===== config.mk =====
export PLATFORM = sky130hd
export DESIGN_NAME = memory_arbiter
export DESIGN_NICKNAME = d
export VERILOG_FILES = /design/src/rtl/memory_arbiter.sv
export SDC_FILE = /design/constraint.sdc
export NUM_CORES = 1
export LEC_CHECK = 0
export CAP_MARGIN = 0
export CORE_MARGIN = 3
export CORE_UTILIZATION = 30
export CTS_CLUSTER_DIAMETER = 60
export CTS_CLUSTER_SIZE = 25
export DETAILED_ROUTE_END_ITERATION = 7
export PLACE_DENSITY = 0.77
export SYNTH_ARGS = -nofsm -noshare
export SYNTH_HDL_FRONTEND = slang
export SYNTH_SLANG_ARGS = --single-unit

===== constraint.sdc =====
create_clock -name i_Clock -period 2.3 [get_ports i_Clock]
set_input_delay 0.46 -clock i_Clock [delete_from_list [all_inputs] [get_ports i_Clock]]
set_output_delay 0.46 -clock i_Clock [all_outputs]
set_load 0.01 [all_outputs]

===== src/rtl/memory_arbiter.sv =====
// Round-robin arbiter sharing one single-port data memory between instruction fetch
// and load/store; one access in flight, registered read data with a one-cycle ack.
module memory_arbiter #(
  parameter int XLEN         = 32,
  parameter int LS_SEL_WIDTH = 2
) (
  input  logic                  i_Clock,
  input  logic                  i_Reset,
  input  logic                  i_Fetch_Req,
  input  logic [XLEN-1:0]       i_Fetch_Addr,
  output logic                  o_Fetch_Ack,
  output logic [XLEN-1:0]       o_Fetch_Data,
  input  logic                  i_Ls_Req,
  input  logic                  i_Ls_Write_Enable,
  input  logic [LS_SEL_WIDTH:0] i_Ls_Type,
  input  logic [XLEN-1:0]       i_Ls_Addr,
  input  logic [XLEN-1:0]       i_Ls_Data,
  output logic                  o_Ls_Ack,
  output logic [XLEN-1:0]       o_Ls_Data,
  output logic                  o_Mem_Write_Enable,
  output logic [LS_SEL_WIDTH:0] o_Mem_Load_Store_Type,
  output logic [XLEN-1:0]       o_Mem_Addr,
  output logic [XLEN-1:0]       o_Mem_Data,
  input  logic [XLEN-1:0]       i_Mem_Data
);

  localparam logic [LS_SEL_WIDTH:0] LS_TYPE_LOAD_WORD = (LS_SEL_WIDTH+1)'(2);

  localparam logic GRANT_FETCH = 1'b0;
  localparam logic GRANT_LS    = 1'b1;

  typedef enum logic [1:0] {
    IDLE  = 2'd0,
    FETCH = 2'd1,
    LS    = 2'd2,
    RESP  = 2'd3
  } state_t;

  state_t state, state_next;
  logic   last_grant, last_grant_next;

  always_comb begin
    state_next            = state;
    last_grant_next       = last_grant;
    o_Mem_Write_Enable    = 1'b0;
    o_Mem_Load_Store_Type = '0;
    o_Mem_Addr            = '0;
    o_Mem_Data            = '0;
    case (state)
      IDLE: begin
        // Round-robin only breaks ties; a lone request never touches last_grant.
        if (i_Fetch_Req && i_Ls_Req) begin
          if (last_grant == GRANT_FETCH) begin
            state_next      = LS;
            last_grant_next = GRANT_LS;
          end else begin
            state_next      = FETCH;
            last_grant_next = GRANT_FETCH;
          end
        end else if (i_Fetch_Req) begin
          state_next = FETCH;
        end else if (i_Ls_Req) begin
          state_next = LS;
        end
      end
      FETCH: begin
        o_Mem_Load_Store_Type = LS_TYPE_LOAD_WORD;
        o_Mem_Addr            = i_Fetch_Addr;
        state_next            = RESP;
      end
      LS: begin
        o_Mem_Write_Enable    = i_Ls_Write_Enable;
        o_Mem_Load_Store_Type = i_Ls_Type;
        o_Mem_Addr            = i_Ls_Addr;
        o_Mem_Data            = i_Ls_Data;
        state_next            = RESP;
      end
      RESP: begin
        state_next = IDLE;
      end
      default: begin
        state_next = IDLE;
      end
    endcase
  end

  always_ff @(posedge i_Clock or posedge i_Reset) begin
    if (i_Reset) begin
      state        <= IDLE;
      last_grant   <= GRANT_FETCH;
      o_Fetch_Ack  <= 1'b0;
      o_Ls_Ack     <= 1'b0;
      o_Fetch_Data <= '0;
      o_Ls_Data    <= '0;
    end else begin
      state       <= state_next;
      last_grant  <= last_grant_next;
      o_Fetch_Ack <= (state == FETCH);
      o_Ls_Ack    <= (state == LS);
      if (state == FETCH) begin
        o_Fetch_Data <= i_Mem_Data;
      end
      if (state == LS) begin
        o_Ls_Data <= i_Ls_Write_Enable ? '0 : i_Mem_Data;
      end
    end
  end

endmodule


==> flow_metrics.py <==
metrics = {
    "grt": {
        "grt_pass1_vias": 3654,
        "grt_max_degree": 70,
        "track_usage": 0.191,
        "grt_pass1_wl_um": 19700,
        "grt_overflow": 0,
        "antenna_found_initial": 0,
    },
    "yosys": {
        "ys_types": 21,
        "syn_nets": 482,
        "syn_inst": 342,
        "ys_ff_latch": 69,
        "syn_area_per_cell_um2": 10.1,
        "yosysSeqAreaShare": 0.499,
        "yosysWarnings": 0,
        "syn_area_um2": 3460,
    },
    "job": {
        "drv_cap": 0,
    },
    "routing": {
        "antenna_left": 0,
        "vias": 3500,
        "wl_per_cell_um": 16.9,
        "drc": 0,
        "totalWireLength_um": 12800,
        "firstDrtPassIters": 5,
        "drt_iter0_drc": 179,
        "viasPerCell": 4.61,
    },
    "sta": {
        "finClkSkew_ns": 0.00560,
        "drv_slew": 0,
        "period_needed_ns": 2.22,
        "tightest_slew_ns": 0.363,
        "setup_violations": 0,
        "fmax_ghz": 0.451,
        "hold_ws_ns": 0.483,
        "min_period_over_period": 0.965,
        "hold_viol": 0,
        "max-slew-margin-rel": 0.758,
        "rsz0062_at_grt": "false",
    },
    "setup_path": {
        "cp.arrival_ns": 1.76,
        "worstPathMaxFanout": 16,
        "required_ns": 1.84,
        "reg2reg_depth": 9,
        "crit_path_max_incr_delay_ns": 0.52,
        "critPathCaptureType": "primary output",
        "worstSetupPathType": "reg2out",
        "r2r_slack_ns": 0.36,
        "path_cells": "inv_2 -> ha_4 -> buf_12 -> and2_1 -> clkdlybuf4s50_1",
        "setup.worst_path.start_class": "flop",
        "critPathSlowestCell": "clkdlybuf4s50_1",
    },
    "final_layout": {
        "diodes": 0,
        "finish.utilization": 0.602,
        "area_delta_synth_final_pct": 91.9,
        "final_net_count": 755,
        "drive_gt1_frac": 0.155,
        "n_fill_cell": 952,
    },
    "die": {
        "ioPinCount": 270,
        "dieArea_um2": 12900,
        "core-area_um2": 11000,
        "fp.dieW_um": 113,
        "rows": 38,
        "die_h_um": 113,
        "start_util": 0.314,
    },
    "clock_network": {
        "numCtsBuffers": 9,
        "htree_levels": 3,
        "path_clk_slew_ns": 0.06,
        "clock_latency_ns": 0.32,
        "cts_tree": "done",
        "root_buffer": "clkbuf_16",
        "clock_sinks": 69,
        "cts_buffer_depth": 2,
    },
    "power": {
        "total_power_mw": 8.79,
        "p_per_area_nw_per_um2": 1320,
        "p_leak_nw": 2.92,
        "peakVddDrop_mv": 0.649,
    },
    "placed_design": {
        "dp_hpwl_um": 9550,
        "port_buffers": 269,
        "place_congestion": 0.842,
    },
    "outcome": {
        "status": "completed",
    },
    "worst_hold_path": {
        "hold_path_class": "reg2reg",
        "min_path_cells": 1,
    },
}
[path summary, 6_finish.rpt]
path | start | to
worst max-delay path | state[0] | o_Mem_Load_Store_Type[2]
worst min-delay path | last_grant | last_grant
worst max register to register | state[0] | o_Ls_Data[14]
worst min register to register | last_grant | last_grant
max in group asynchronous | i_Reset | state[1]
min in group asynchronous | i_Reset | o_Ls_Data[14]
[through the flow]
stage / cells / setup WS (ns) / area [um^2] / TNS, ns
6_report: 760 / 0.0809 / 6640 / 0
5_1_grt: 760 / 0.000506 / 6640 / 0
4_1_cts: 757 / -0.0338 / 6660 / -0.301
3_5_place_dp: 737 / 0.101 / 6320 / 0
3_3_place_gp: 737 / 0.111 / 6320 / 0
2_1_floorplan: 342 / 0.100 / 3460 / 0
[cells by family (layout without fill, tap and decap cells)]
logic type | Yosys count | count (layout) | share of synthesized area
mux | 32 | 32 | 0.104
compound gates | 69 | 69 | 0.128
xor+xnor | 1 | 1 | 0.00253
simple gates | 106 | 106 | 0.167
fa+ha+maj | 4 | 4 | 0.0145
flops | 69 | 69 | 0.499
buf+inv | 61 | 339 | 0.0850
[cell usage in the layout, fill, tap and decap left out, types with 2 or more instances in the layout]
master           synthesis  layout
clkbuf_2                 2      19
clkbuf_16                0      10
bufbuf_16                0       2
dfrtp_1                 69      68
o22ai_1                  8       8
a22oi_1                 32      31
inv_6                    0       2
buf_12                   0       5
mux2_2                  32      32
clkdlybuf4s15_1          0       2
a21oi_1                  2       2
dlygate4sd2_1            0      45
and2_1                  36      36
buf_4                    4       8
o21ai_0                 19      19
ha_4                     0       3
nand2_1                 34      34
o21ai_2                  2       2
inv_1                   36      33
clkdlybuf4s50_1          0     202
clkinvlp_4               0       4
inv_2                    0       3
o21ai_1                  6       6
nor2b_1                 34      33
[power breakdown]
group | internal (mW) | switching (mW)
Clock | 0.737 | 0.519
Sequential | 1.82 | 0.316
Combinational | 3.06 | 2.35
[worst max-delay path, delay by kind of cell, from the launching register on]
kind	cells	cell delay (ns)
fa+ha+maj	1	0.16
buf+inv	3	0.77
flops	1	0.39
simple gates	1	0.12
[what timing repair did]
item / in CTS / in global routing
setup buffers: 1 / 2
resized for setup: 76 / 42
hold buffers: 0 / 0
setup endpoints to repair: 68 / 30
gates cloned: 3 / 1
pin swaps: 0 / 1
hold endpoints to repair: 0 / 0
[registers in the layout, summed over array words and instances (netlist names)]
signal,flops
last_grant,1
o_Ls_Data,32
o_Fetch_Ack,1
o_Ls_Ack,1
o_Fetch_Data,32
state,2
[metal layers]
layer	up-vias	share of wire	global-route usage
li1	1681	-	-
met3	19	0.071	0.0584
met1	1660	0.40	0.231
met4	0	0.018	0.0505
met2	140	0.51	0.332
met5	-	0	0
[final cells by class]
cell class                 count  area, um^2  share of cell area
sequential                    69        1730               0.260
multi-input combinational    212        1490               0.224
clock inverter                 6        47.5             0.00716
tap                          140         175              0.0264
inverter                      36         135              0.0204
timing repair buffer         287        2840               0.427
clock buffer                  10         229              0.0345
[synthesized netlist by cell type]
cell type	number	area, um^2
o21ai_2	2	17.5
a21oi_1	2	10.0
mux2_2	32	360
o21ai_0	19	95.1
dfrtp_1	69	1730
buf_4	4	30.0
o21ai_1	6	30.0
buf_6	5	56.3
a22oi_1	32	240
nand2_1	34	128
clkbuf_2	2	10.0
o22ai_1	8	50.1
nor2b_1	34	213
clkbuf_1	6	22.5
ha_1	4	50.1
buf_2	8	40.0
nand3_1	1	5.00
inv_1	36	135
and2_1	36	225
xnor2_1	1	8.76
nand2b_1	1	6.26
No activity file was read; power rests on OpenSTA's default activity.
